<file path="src/rtl/fastmul.sv">
// fastmul: sequential shift-add multiply-accumulate, xout = qin * yin + rin.
// Latency: 8 clocks from the accept edge to xout/done; one result per 9 cycles back-to-back.
// Backpressure: none; enbl is level-sampled in IDLE/DONE and ignored while busy.
module fastmul (
  input  logic        clk,
  input  logic        rst_n,
  input  logic        enbl,
  input  logic [7:0]  qin,
  input  logic [7:0]  yin,
  input  logic [7:0]  rin,
  output logic [15:0] xout,
  output logic        busy,
  output logic        done,
  output logic        err
);

  typedef enum logic [1:0] {
    S_IDLE = 2'd0,
    S_CALC = 2'd1,
    S_DONE = 2'd2
  } state_t;

  localparam logic [2:0] LAST_ITER = 3'd7;

  state_t      state_q, state_d;
  logic [15:0] acc_q, acc_d;
  logic [15:0] mcand_q, mcand_d;
  logic [7:0]  mplier_q, mplier_d;
  logic [2:0]  cnt_q, cnt_d;
  logic [15:0] xout_q, xout_d;
  logic        busy_q, busy_d;
  logic        done_q, done_d;
  logic        err_q, err_d;

  // Partial product for the current iteration and the running sum it produces.
  // The maximum result (255*255+255) fits in 16 bits, so no carry-out is kept.
  logic [15:0] addend;
  logic [15:0] sum;
  logic        can_accept;
  logic        operand_err;

  // Datapath helpers shared by the accept and iterate paths.
  always_comb begin
    addend      = mplier_q[0] ? mcand_q : 16'd0;
    sum         = acc_q + addend;
    can_accept  = (state_q == S_IDLE) || (state_q == S_DONE);
    // Flags operands that cannot have come from a valid division.
    operand_err = (yin == 8'd0) || (rin >= yin);
  end

  // Next-state and registered-output logic for the control FSM and datapath.
  always_comb begin
    state_d  = state_q;
    acc_d    = acc_q;
    mcand_d  = mcand_q;
    mplier_d = mplier_q;
    cnt_d    = cnt_q;
    xout_d   = xout_q;
    busy_d   = busy_q;
    err_d    = err_q;
    done_d   = 1'b0;

    unique case (state_q)
      S_IDLE, S_DONE: begin
        if (can_accept && enbl) begin
          // Operands are latched here; later input changes have no effect.
          acc_d    = {8'd0, rin};
          mcand_d  = {8'd0, yin};
          mplier_d = qin;
          cnt_d    = 3'd0;
          err_d    = operand_err;
          busy_d   = 1'b1;
          state_d  = S_CALC;
        end else begin
          state_d  = S_IDLE;
        end
      end

      S_CALC: begin
        // Always exactly 8 iterations, even if the multiplier runs out early,
        // so the latency is fixed regardless of operand values.
        acc_d    = sum;
        mcand_d  = mcand_q << 1;
        mplier_d = mplier_q >> 1;
        cnt_d    = cnt_q + 3'd1;
        if (cnt_q == LAST_ITER) begin
          xout_d  = sum;
          done_d  = 1'b1;
          busy_d  = 1'b0;
          state_d = S_DONE;
        end
      end

      default: begin
        state_d = S_IDLE;
        busy_d  = 1'b0;
      end
    endcase
  end

  // State register; synchronous reset aborts any operation in flight.
  always_ff @(posedge clk) begin
    if (!rst_n) begin
      state_q  <= S_IDLE;
      acc_q    <= 16'd0;
      mcand_q  <= 16'd0;
      mplier_q <= 8'd0;
      cnt_q    <= 3'd0;
      xout_q   <= 16'd0;
      busy_q   <= 1'b0;
      done_q   <= 1'b0;
      err_q    <= 1'b0;
    end else begin
      state_q  <= state_d;
      acc_q    <= acc_d;
      mcand_q  <= mcand_d;
      mplier_q <= mplier_d;
      cnt_q    <= cnt_d;
      xout_q   <= xout_d;
      busy_q   <= busy_d;
      done_q   <= done_d;
      err_q    <= err_d;
    end
  end

  assign xout = xout_q;
  assign busy = busy_q;
  assign done = done_q;
  assign err  = err_q;

endmodule

</file>
<file path="config.mk">
export PLATFORM = sky130hd
export DESIGN_NAME = fastmul
export DESIGN_NICKNAME = d
export VERILOG_FILES = /design/src/rtl/fastmul.sv
export SDC_FILE = /design/constraint.sdc
export NUM_CORES = 1
export LEC_CHECK = 0
export ABC_CLOCK_PERIOD_IN_PS = 6560
export CAP_MARGIN = 15
export CORE_MARGIN = 2
export CORE_UTILIZATION = 55
export CTS_CLUSTER_SIZE = 12
export DETAILED_ROUTE_END_ITERATION = 16
export GPL_ROUTABILITY_DRIVEN = 1
export PLACE_DENSITY_LB_ADDON = 0.08
export SYNTH_ARGS = -nofsm -noshare
export SYNTH_HDL_FRONTEND = slang
export SYNTH_SLANG_ARGS = --single-unit
</file>
<file path="constraint.sdc">
create_clock -name clk -period 6.56 [get_ports clk]
set_clock_uncertainty 0.05 [all_clocks]
set_input_delay 1.312 -clock clk [delete_from_list [all_inputs] [get_ports clk]]
set_output_delay 1.312 -clock clk [all_outputs]
set_load 0.01 [all_outputs]
</file>
; Yosys cells after proc, flatten, opt, wreduce, memory -nomap -nowiden
; Index checks and enable logic that the tools add are counted.
[op_classes]
add_sub_neg = 2
mul = 0
div = 0
n_lt_le_gt_ge = 1
eq_ne = 5
shift = 0
mux = 16
n_bitwise = 0
n_reduce_logical = 12
[op_table]
columns = operator, n
row1 = 16-bit case mux with 2 select lines, 2
row2 = 16-bit 2-to-1 mux, 3
row3 = 16-bit adder, 1
row4 = 8-bit case mux with 2 select lines, 1
row5 = 2-bit AND reduction, 5
row6 = 8-bit greater-or-equal comparator, 1
row7 = 8-bit logical NOT, 1
row8 = 8-bit 2-to-1 mux, 1
row9 = 3-bit case mux with 2 select lines, 1
row10 = 1-bit 2-to-1 mux, 4
row11 = "2-bit != test, second input constant", 2
row12 = 2-bit case mux with 2 select lines, 1
row13 = "3-bit by 1-bit adder with 3-bit output, second input constant", 1
row14 = "3-bit equality test, second input constant", 1
row15 = 3-bit 2-to-1 mux, 1
row16 = "2-bit by 1-bit equality test with 1-bit output, second input constant", 1
row17 = "2-bit equality test, second input constant", 1
row18 = 2-bit logical NOT, 1
row19 = 1-bit logical OR, 2
row20 = 2-bit 2-to-1 mux, 1
row21 = 1-bit case mux with 2 select lines, 1
row22 = 2-bit nonzero test, 1
row23 = 2-bit OR reduction, 1
row24 = 1-bit logical AND, 1
[word_totals]
regBits = 64
latchBits = 0
ramBits = 0
mem_bits_ro = 0
input_bits = 27
out_inout_bits = 19
elab_cells = 45
n_memories = 0

; Longest topological paths before layout
; Gate-level depths: netlist of the first run.
[depth]
depth_word = 5
ltp_mapped = 9
mapped_depth_nobuf = 9

; Least setup slack after synthesis of the first run
; Ideal clock, no wire load.
[synth_timing]
kind = in2reg
from = input rin[0]
to = register err_q, in the netlist err
setup_time_ps = 129
arrival_time_ps = 2477
required_ps = 6381
path_slack_ps = 3904
cell_stages = 8
n_path_buf = 0
cell_sequence = inv_1 > ha_1 > nand2b_1 > a21o_1 > a21o_1 > a211o_1 > o211ai_1 > a311oi_1
[synth_via]
elab_chain_len = 2
[synth_rtl]
columns = element, line_no
row1 = from (decl), 10  ; input logic [7:0] rin,
row2 = 8-bit greater-or-equal comparator, 48  ; operand_err = (yin == 8'd0) || (rin >= yin);
row3 = 1-bit logical OR, 48
row4 = to (signal assigned), 122  ; err_q <= err_d;
row5 = to (decl), 33  ; logic err_q, err_d;
; Every way passes these cells.
; A chain may end at the register's enable or synchronous reset.

; Worst setup path after layout of the first run
[layout_timing]
from = input enbl
to = register acc_q[10]
[layout_via]
elab_chain_len = 3
[layout_rtl]
columns = element, line_no
row1 = from (decl), 7  ; input logic enbl,
row2 = 1-bit logical AND, 65  ; if (can_accept && enbl) begin
row3 = 2-bit != test (no source line), n/a
row4 = 2-bit AND reduction (no source line), n/a
row5 = to (signal assigned), 105  ; acc_q <= 16'd0;
row6 = to (signal assigned), 115  ; acc_q <= acc_d;
row7 = to (decl), 26  ; logic [15:0] acc_q, acc_d;
; Every way passes these cells.

==> impl_results.md, run 1 <==
* Inserted Clock Buffers at 9
* Type of origin of the critical path: input pin
* Clock sink count at between 60 and 70
* Final min period at 3.42 ns
* Syn Area/Cell at about 8.2 sq um
* Yosys top cell by area: dfxtp_1
* Die area at about 6700 sq um
* Mapped Area at about 3300 sq um
* Max Used Layer: met4
* Clock-pin slew on the worst setup and hold paths at 0.08 ns
* DR iter-0 viols at around 210
* CP bufs+invs at 1
* Die height at 81.9 um
* Initial antenna violation count at 0
* Final hold vios at 0
* DR vias at 2,983
* Ys flop type: dfxtp_1
* Share of the synthesized area in the top cell type at about two fifths
* CTS Buffer Depth at 2
* VDD IR max at between 0.1 and 0.15 mV
* Clk_lat worst skew at between 0.3 and 0.4 ns
* Mapped Nets at roughly 460
* Crit path top cell by count: nand2_1
* Critical Path Sink Type: flop
* WL met2 at around 3300 um
* Critical Path RT at between 6 and 7 ns
* WP depth at 6
* Global Route Usage Sum at between 20% and 30%
* Static leakage at between 1.5 and 2 nW
* Worst slew pin tran at ~1.1 ns
* Final GP Congestion at approximately 0.84
* Fill count at 530
* Post-CTS Setup Bufs at 0
* Critical Setup Path Class: input pin to flop
* Total power at ~0.84 mW
* GRT overflow at 0
* CTS tree: done
* H-tree depth at 3
* Root buffer cell: clkbuf_8
* Initial Util at between 50% and 60%
* Hold Path Class: flop to flop
* Gate Count Post-Synth at slightly above 400
* Synthesis Warnings at 0
* Port Buf Inserts at 45
* Util after Layout at 67.3%
* Slowest cell on crit path: nand2b_1
* Most common library cells after synthesis: 64 x dfxtp_1, 63 x nand2_1, 48 x nor2_1, 26 x a21oi_1, 25 x ha_1
* # IOs at between 40 and 50
* PD cells at between 200 and 250 nW/um^2
* Fin nets at 498
* Setup Viol. Count Final at 0
* Area of the core at approximately 5900 sq um
* Capture point of the worst reg-to-reg path: xout[14]
* Number of synthesized flops with an enable pin at 0
* Final ANT Viol Nets at 0
* Number of global-route vias before repair at around 2,700
* Status: completed
* Detailed placement HPWL at approximately 5600 um
* Kind of cell adding the most delay to the critical path: simple AND/OR/NAND/NOR gates
* CTS resizes at 0
* Reg-to-reg slack, setup at 3.63 ns
* First-pass detailed-route iteration total at 5
* CTS Hold Bufs at 0
* Critical Path Fanout Max at 31
* Crit-path max cell delay at 0.77 ns
* Worst hold start: xout[1]
* FF-to-FF Start: mplier_q[0]
* #FFs+latches synth at 64
* Largest net degree at the start of global routing at 51
* Detail Route met3 WL at roughly 450 um
* Hold Crit Depth at 2
* Cell row count at 28
* Critical Path AT at 3.65 ns
* Crit-path cells: clkdlybuf4s50_1, nand2b_1, nand2_1, nor2_1, nand2_1, o21ai_0
* Count leader, synth: dfxtp_1
* Vias per Instance at about 5.7
* Period utilisation layout at 52.2%
* Worst Hold End: xout[1]
* Drt wl/cell at 14.8 um
* DR DRC count at 0
* Register area at ~1300 sq um
* Distinct cell type count after synthesis at 46
* Worst rel slew slack at around 28%
* Area growth from synthesis to layout at 18.7%
* Layout cells sized above 1 at 4.67%
* RSZ-0062 raised after global routing: false
* R2r worst-path depth at 9
* Ys async rst share at 0%
* Max frequency at about 300 MHz
* Synth top area cells: dfxtp_1 38%, ha_1 9.4%, nand2_1 7.1%
* Met1 wire length at 3920 um
* Area occupied by multi-input gates at around 1900 sq um
* Routed wire length at 7760 um
* Post-synthesis sequential area ratio at between 30 and 40%
* First-pass GRT wire length at roughly 13,000 um
* Die Wd at between 80 and 90 um
* Final Max Slew Viols at 0
* Max cap viols at 0
* Setup tns final at 0 ns
* Antenna cells at 0
==> worst reg2reg max path: cells and delay by family (launching register included) <==
family	cells	cell delay, ns
AO/OA/AOI/OAI	5	1.23
adder cells (fa/ha/maj)	2	0.62
flip-flops	1	0.46
XOR/XNOR	1	0.24
AND/OR/NAND/NOR	1	0.22
==> layout make-up <==
class                      instances  share of cell area (%)
timing repair buffer              47                    11.8
multi-input combinational        310                    47.9
inverter                          13                    1.23
sequential                        64                    32.4
clock buffer                      10                    3.22
tap                               75                    2.37
clock inverter                     6                    1.17
==> worst max path at each step <==
stage | startpoint | to | slack [ns]
after detailed placement | enbl | acc_q[9] | 2.82
after floorplan | rin[0] | err | 3.90
after CTS | enbl | acc_q[10] | 3.17
after global placement | enbl | acc_q[8] | 2.92
after global routing | enbl | acc_q[15] | 2.87
final | enbl | acc_q[10] | 3.14
==> report_power, final <==
part           internal (mW)  switching (mW)
clock                  0.138           0.164
combinational         0.0504          0.0650
sequential             0.405          0.0132
==> sequential cells by signal, summed over array words and instances, names as in the netlist <==
name and cells:
mcand_q 16, err 1, state_q 2, done 1
mplier_q 8, cnt_q 3, busy 1, xout 16
acc_q 16
==> stage by stage <==
stage	cell area, sq um	setup WS [ns]	cells	hold slack [ns]
CTS	3960	3.17	525	0.408
floorplan	3330	3.90	408	0.382
detailed placement	3780	2.82	509	0.398
global route	3960	2.87	525	0.437
global placement	3780	2.92	509	0.391
finish	3960	3.14	525	0.405
==> per-layer routing <==
metal	GRT usage [%]	vias to the layer above
met5	0	-
met4	8.50	0
met3	5.60	11
met2	36.0	94
met1	36.2	1360
li1	-	1518
==> placed cells by master, fill, tap and decap left out, types with 6 or more instances in the layout <==
cell type,n
nand2_1,63
nand3_1,8
a21oi_1,26
a22oi_1,11
xor2_1,7
nor2_1,48
nor3_1,8
inv_1,13
a211oi_1,6
o22ai_1,7
clkbuf_8,9
xnor2_1,8
dfxtp_1,64
ha_1,25
and2_1,16
clkdlybuf4s50_1,45
a311oi_1,12
o21ai_0,20
==> logic make-up (layout without fill, tap and decap cells) <==
kind of cell / count (synthesis) / count (layout) / synth area share (%)
buffers and inverters: 34 / 76 / 4.73
AO/OA/AOI/OAI: 105 / 105 / 20.9
flip-flops: 64 / 64 / 38.4
multiplexers: 1 / 1 / 0.300
adder cells (fa/ha/maj): 26 / 26 / 9.98
AND/OR/NAND/NOR: 163 / 163 / 21.7
XOR/XNOR: 15 / 15 / 3.94
Note: power is estimated with default switching activity, not from simulation.
==> run 2, diff against run 1 <==
--- a/config.mk
+++ b/config.mk
@@ -5,7 +5,7 @@
 export SDC_FILE = /design/constraint.sdc
 export NUM_CORES = 1
 export LEC_CHECK = 0
-export ABC_CLOCK_PERIOD_IN_PS = 6560
+export ABC_CLOCK_PERIOD_IN_PS = 3400
 export CAP_MARGIN = 15
 export CORE_MARGIN = 2
 export CORE_UTILIZATION = 55
==> constraint.sdc (replaced) <==
create_clock -name clk -period 3.4 [get_ports clk]
set_clock_uncertainty 0.05 [all_clocks]
set_input_delay 0.68 -clock clk [delete_from_list [all_inputs] [get_ports clk]]
set_output_delay 0.68 -clock clk [all_outputs]
set_load 0.01 [all_outputs]
==> impl_results.md, run 2 (same netlist as run 1, synthesis figures left out) <==
* Largest net degree at the start of global routing at 48 (-5.9%)
* Initial Util at 56.7% (unchanged)
* Final ANT Viol Nets at 0 (unchanged)
* Hold Path Class: flop to flop
* DR vias at 3,014 (+1.0%)
* Final min period at 2.80 ns
* DR iter-0 viols at 218 (+4.8%)
* First-pass GRT wire length at 12,800 um (+1.5%)
* Most common cell after layout, fill and taps aside: dfxtp_1
* DR DRC count at 0 (unchanged)
* Root buffer cell: clkbuf_8
* Type of origin of the critical path: flop
* Clk_lat worst skew at 0.34 ns (about the same)
* Hold Crit Depth at 2 (unchanged)
* Port Buf Inserts at 45 (unchanged)
* CTS resizes at 0 (unchanged)
* CTS tree: done
* Status: completed
* Final hold vios at 0 (unchanged)
* Critical Path AT at 2.96 ns (-0.69 ns)
* Max frequency at approximately 360 MHz
* Die area at 6700 sq um (unchanged)
* Most frequent cells in the layout: 64 x dfxtp_1, 63 x nand2_1, 48 x nor2_1, 45 x clkdlybuf4s50_1, 26 x a21oi_1
* Clock-pin slew on the worst setup and hold paths at 0.08 ns (about the same)
* Critical Path Fanout Max at 17 (-45%)
* RSZ-0062 raised after global routing: false
* Area of the core at 5890 sq um (unchanged)
* Final Max Slew Viols at 0 (unchanged)
* H-tree depth at 3 (unchanged)
* Critical Path RT at 3.56 ns (-3.22 ns)
* Antenna cells at 0 (unchanged)
* Area growth from synthesis to layout at 21.2%
* Pre-CTS setup slack at 0.637 ns (-2.18 ns)
* Register area at 1280 sq um (unchanged)
* Clock sink count at 64 (unchanged)
* Cell row count at 28 (unchanged)
* Setup ws final at 0.602 ns (-2.54 ns)
* VDD IR max at 0.320 mV (+130%)
* Worst hold start: xout[8]
* GRT overflow at 0 (unchanged)
* Hold_ws at 0.403 ns (-0.00266 ns)
* Critical Setup Path Class: flop to flop
* CTS Hold Bufs at 0 (unchanged)
* Period utilisation layout at between 80% and 90%
* Beginning of the critical path: mplier_q[0]
* Number of global-route vias before repair at 2,780 (+4.5%)
* Fill count at 518 (-2.3%)
* Detailed placement HPWL at 5600 um (-0.79%)
* Worst slew pin tran at 0.751 ns (-0.333 ns)
* PD cells at 440 nW/um^2 (+110%)
* First-pass detailed-route iteration total at 4 (-1)
* CTS Buffer Depth at 2 (unchanged)
* Worst rel slew slack at 49.7% (+22 points)
* Die height at 81.9 um (unchanged)
* # IOs at 46 (unchanged)
* Max cap viols at 0 (unchanged)
* Area occupied by multi-input gates at 1900 sq um (unchanged)
* Post-CTS Setup Bufs at 0 (unchanged)
* FF-to-FF Start: mplier_q[0]
* Fin nets at 502 (+0.80%)
* Die Wd at 81.9 um (unchanged)
* Global Route Usage Sum at 24.7% (-0.14 points)
* Final GP Congestion at 0.868 (+3.4%)
* Layout cells sized above 1 at 5.73% (+1.1 points)
* R2r worst-path depth at 9 (unchanged)
* Drt wl/cell at 14.5 um (-2.0%)
* Setup tns final at 0 ns (unchanged)
* Inserted Clock Buffers at 9 (unchanged)
* Vias per Instance at 5.70 (+0.28%)
* Setup Viol. Count Final at 0 (unchanged)
* Initial antenna violation count at 0 (unchanged)
* Static leakage at 1.66 nW (+2.9%)
* Routed wire length at 7660 um (-1.3%)
* Critical Path Sink Type: flop
==> run 2: cell types whose count changed in the layout (fill, tap and decap cells not counted) <==
cell,previous run,this run
buf_4,2,6
inv_6,0,3
clkinvlp_4,2,1
clkinv_4,3,1
clkinv_2,1,0
clkbuf_1,1,0
bufinv_16,0,2
==> run 2: path summary, 6_finish.rpt <==
path	slack, ns	end
max	0.60	acc_q[14]
min	0.40	xout[8]
max reg2reg	0.60	acc_q[14]
min reg2reg	0.40	xout[8]
==> run 2: area by class of cell <==
| type | instances | share of cell area, % |
|---|---|---|
| clock buffer | 9 | 3.07 |
| clock inverter | 7 | 2.54 |
| inverter | 13 | 1.21 |
| multi-input combinational | 310 | 46.9 |
| sequential | 64 | 31.7 |
| tap | 75 | 2.32 |
| timing repair buffer | 51 | 12.3 |
==> run 2: metrics by stage <==
stage	total power [mW]	std cells	area, sq um	util [%]
2_1_floorplan	0.968	408	3330	-
3_3_place_gp	1.05	513	3810	64.8
3_5_place_dp	1.05	513	3810	64.8
4_1_cts	1.79	529	4040	68.7
5_1_grt	1.85	529	4040	68.7
6_report	1.78	529	4040	68.7
==> run 2: metal layers <==
layer,wire length [um],track usage (%)
met5,0,0
met4,63,8.67
met3,446,4.51
met2,3420,38.0
met1,3730,34.6
==> run 2: critical path, stage by stage, from the launching register on <==
cell	delay [ns]
dfxtp_1	0.43
and2_1	0.20
ha_1	0.21
fa_1	0.42
a21o_2	0.26
a22o_1	0.19
o311ai_1	0.43
o21ai_0	0.19
xnor2_1	0.19
o21ai_0	0.09
==> run 2: report_power, final <==
part           internal, mW  total (mW)  leakage [nW]  switching (mW)
combinational         0.101       0.229          1.02           0.129
clock                 0.422       0.744         0.111           0.322
sequential            0.782       0.806         0.522          0.0239
==> run 3, diff against run 2 <==
--- a/config.mk
+++ b/config.mk
@@ -5,10 +5,10 @@
 export SDC_FILE = /design/constraint.sdc
 export NUM_CORES = 1
 export LEC_CHECK = 0
-export ABC_CLOCK_PERIOD_IN_PS = 3400
+export ABC_CLOCK_PERIOD_IN_PS = 2300
 export CAP_MARGIN = 15
 export CORE_MARGIN = 2
-export CORE_UTILIZATION = 55
+export CORE_UTILIZATION = 49
 export CTS_CLUSTER_SIZE = 12
 export DETAILED_ROUTE_END_ITERATION = 16
 export GPL_ROUTABILITY_DRIVEN = 1
==> constraint.sdc (replaced) <==
create_clock -name clk -period 2.3 [get_ports clk]
set_clock_uncertainty 0.05 [all_clocks]
set_input_delay 0.46 -clock clk [delete_from_list [all_inputs] [get_ports clk]]
set_output_delay 0.46 -clock clk [all_outputs]
set_load 0.01 [all_outputs]
==> impl_results.md, run 3 (same netlist as run 1, synthesis figures left out) <==
* Layout cells sized above 1 at 19.5% (+14 points)
* DR vias at 3,138 (+4.1%)
* # IOs at 46 (unchanged)
* CTS Hold Bufs at 0 (unchanged)
* GR Util met1 at 34.3% (-0.26 points)
* Setup ws final at -0.0909 ns (-0.693 ns)
* Inserted Clock Buffers at 9 (unchanged)
* Most used routing layer: met2
* Initial antenna violation count at 0 (unchanged)
* Drt wl/cell at 15.2 um (+4.7%)
* GRT overflow at 0 (unchanged)
* PD cells at 577 nW/um^2 (+31%)
* Clock-pin slew on the worst setup and hold paths at 0.07 ns (about the same)
* Fin nets at 535 (+6.6%)
* Final GP Congestion at 0.880 (+1.3%)
* Die area at 7480 sq um (+12%)
* First-pass GRT wire length at 13,900 um (+8.0%)
* FF-to-FF Start: mcand_q[0]
* CP bufs+invs at 0 (unchanged)
* Crit-path max cell delay at 0.35 ns (-0.08 ns)
* DR DRC count at 0 (unchanged)
* Setup Viol. Count Final at 3 (+3)
* Critical Setup Path Class: flop to flop
* Kind of cell adding the most delay to the critical path: compound AO/OA/AOI/OAI gates
* Critical Path Fanout Max at 3 (-14)
* Worst slew pin tran at 0.753 ns (+0.00202 ns)
* Hold Crit Depth at 2 (unchanged)
* Number of global-route vias before repair at 2,900 (+4.3%)
* Slowest cell on crit path: fa_2
* Beginning of the critical path: mcand_q[0]
* Status: finished, violations left
* DP Area at 4060 sq um (+6.3%)
* # placed instances at 547 (+6.6%)
* Hold_ws at 0.407 ns (+0.00437 ns)
* Non-filler cells, final at 567 (+7.2%)
* Max frequency at 418 MHz (+17%)
* Critical Path AT at 2.54 ns (-0.42 ns)
* Crit-path cells: and2_4, ha_4, fa_2, a21o_4, a221oi_4, o21bai_1, a41oi_2, xor2_1, a211oi_1
* H-tree depth at 3 (unchanged)
* Max cap viols at 0 (unchanged)
* Period utilisation layout at 104% (+22 points)
* CTS Buffer Depth at 2 (unchanged)
* Most common cell after layout, fill and taps aside: dfxtp_1
* Port Buf Inserts at 45 (unchanged)
* Clock sink count at 64 (unchanged)
* Final Max Slew Viols at 0 (unchanged)
* Die height at 86.5 um (+5.7%)
* Final hold vios at 0 (unchanged)
* Final Cell Area at 4550 sq um (+13%)
* Die Wd at 86.5 um (+5.7%)
* R2r worst-path depth at 9 (unchanged)
* Vias per Instance at 5.53 (-2.9%)
* Reg-to-reg slack, setup at -0.09 ns (-0.69 ns)
* Detailed placement HPWL at 6140 um (+9.8%)
* Static leakage at 1.79 nW (+8.3%)
* Final ANT Viol Nets at 0 (unchanged)
* Root buffer cell: clkbuf_8
* First-pass detailed-route iteration total at 5 (+1)
* Final min period at 2.39 ns (-0.407 ns)
* Clk_lat worst skew at 0.34 ns (about the same)
* Global Route Usage Sum at 23.4% (-1.3 points)
* Setup tns final at -0.148 ns (-0.148 ns)
* Util after Layout at 68.1% (-0.56 points)
* DR iter-0 viols at 147 (-33%)
* Capture point of the worst reg-to-reg path: xout[12]
* CTS tree: done
* Hold Path Class: flop to flop
* Met3 Resource Use GR at 5.33% (+0.83 points)
* Largest net degree at the start of global routing at 35 (-27%)
* Area growth from synthesis to layout at 36.5%
* Worst rel slew slack at 49.6% (-0.14 points)
* Area of the core at 6680 sq um (+14%)
* Fill count at 563 (+8.7%)
* Critical Path RT at 2.45 ns (-1.11 ns)
* WP depth at 9 (unchanged)
* Critical Path Sink Type: flop
* Cell row count at 30 (+7.1%)
* Antenna cells at 0 (unchanged)
* Routed wire length at 8590 um (+12%)
* VDD IR max at 0.332 mV (+3.7%)
* Type of origin of the critical path: flop
* Most frequent cells in the layout: 62 x dfxtp_1, 61 x nand2_1, 47 x nor2_1, 45 x clkdlybuf4s50_1, 39 x buf_4
* Initial Util at 49.9% (-6.7 points)
* Routing usage on met2 at 34.7% (-3.4 points)
* Worst setup endpoint: xout[12]
* Failing checks: negative setup slack
* RSZ-0062 raised after global routing: true
## run 3: cell types whose count changed in the layout (fill, tap and decap cells not counted), moves of 6 or more
cell	previous run	this run
a21oi_1	26	19
a21oi_2	0	6
buf_4	6	39
ha_1	25	13
ha_4	0	11
o21ai_0	20	11
o21ai_1	0	8
## run 3: cell type report
class	instances	area, sq um	share of cell area, %
Multi-Input combinational cell	310	2170	47.6
Sequential cell	64	1280	28.2
Timing Repair Buffer	84	743	16.3
Clock buffer	11	151	3.33
Tap cell	80	100	2.20
Clock inverter	5	55.1	1.21
Inverter	13	48.8	1.07
## run 3: how the worst min path moves through the flow
stage / from / end
finish: xout[8] / xout[8]
CTS: xout[1] / xout[1]
floorplan: acc_q[10] / acc_q[10]
global route: xout[1] / xout[1]
global placement: acc_q[11] / acc_q[11]
detailed placement: xout[8] / xout[8]
## run 3: metrics by stage
| stage | setup slack (ns) | power, mW |
|---|---|---|
| after floorplan | 0.0149 | 1.43 |
| after global placement | -0.0504 | 1.59 |
| after detailed placement | -0.0791 | 1.60 |
| after CTS | -0.0248 | 2.61 |
| after global routing | -0.147 | 2.74 |
| final | -0.0909 | 2.63 |
## run 3: worst reg2reg max path: cells and delay by family (launching register included)
kind                     cells  cell delay (ns)
XOR/XNOR                     1             0.21
AND/OR/NAND/NOR              1             0.15
flip-flops                   1             0.32
AO/OA/AOI/OAI                5             1.01
adder cells (fa/ha/maj)      2             0.50
## run 3: layer usage
layer | wire length [um] | vias to the layer above
met5 | 0 | -
met4 | 72 | 0
met3 | 562 | 6
met2 | 3880 | 88
met1 | 4080 | 1457
li1 | - | 1587
## run 3: timing repair
| action | CTS | global route |
|---|---|---|
| pin swaps | 8 | 20 |
| buffers inserted | 0 | 4 |
| setup endpoints to repair | 13 | 18 |
| resized for setup | 12 | 40 |
| gates cloned | 0 | 0 |
## run 3: power breakdown
part | internal (mW) | switching, mW
Clock | 0.556 | 0.450
Sequential | 1.16 | 0.0396
Combinational | 0.204 | 0.220
Total | 1.92 | 0.710
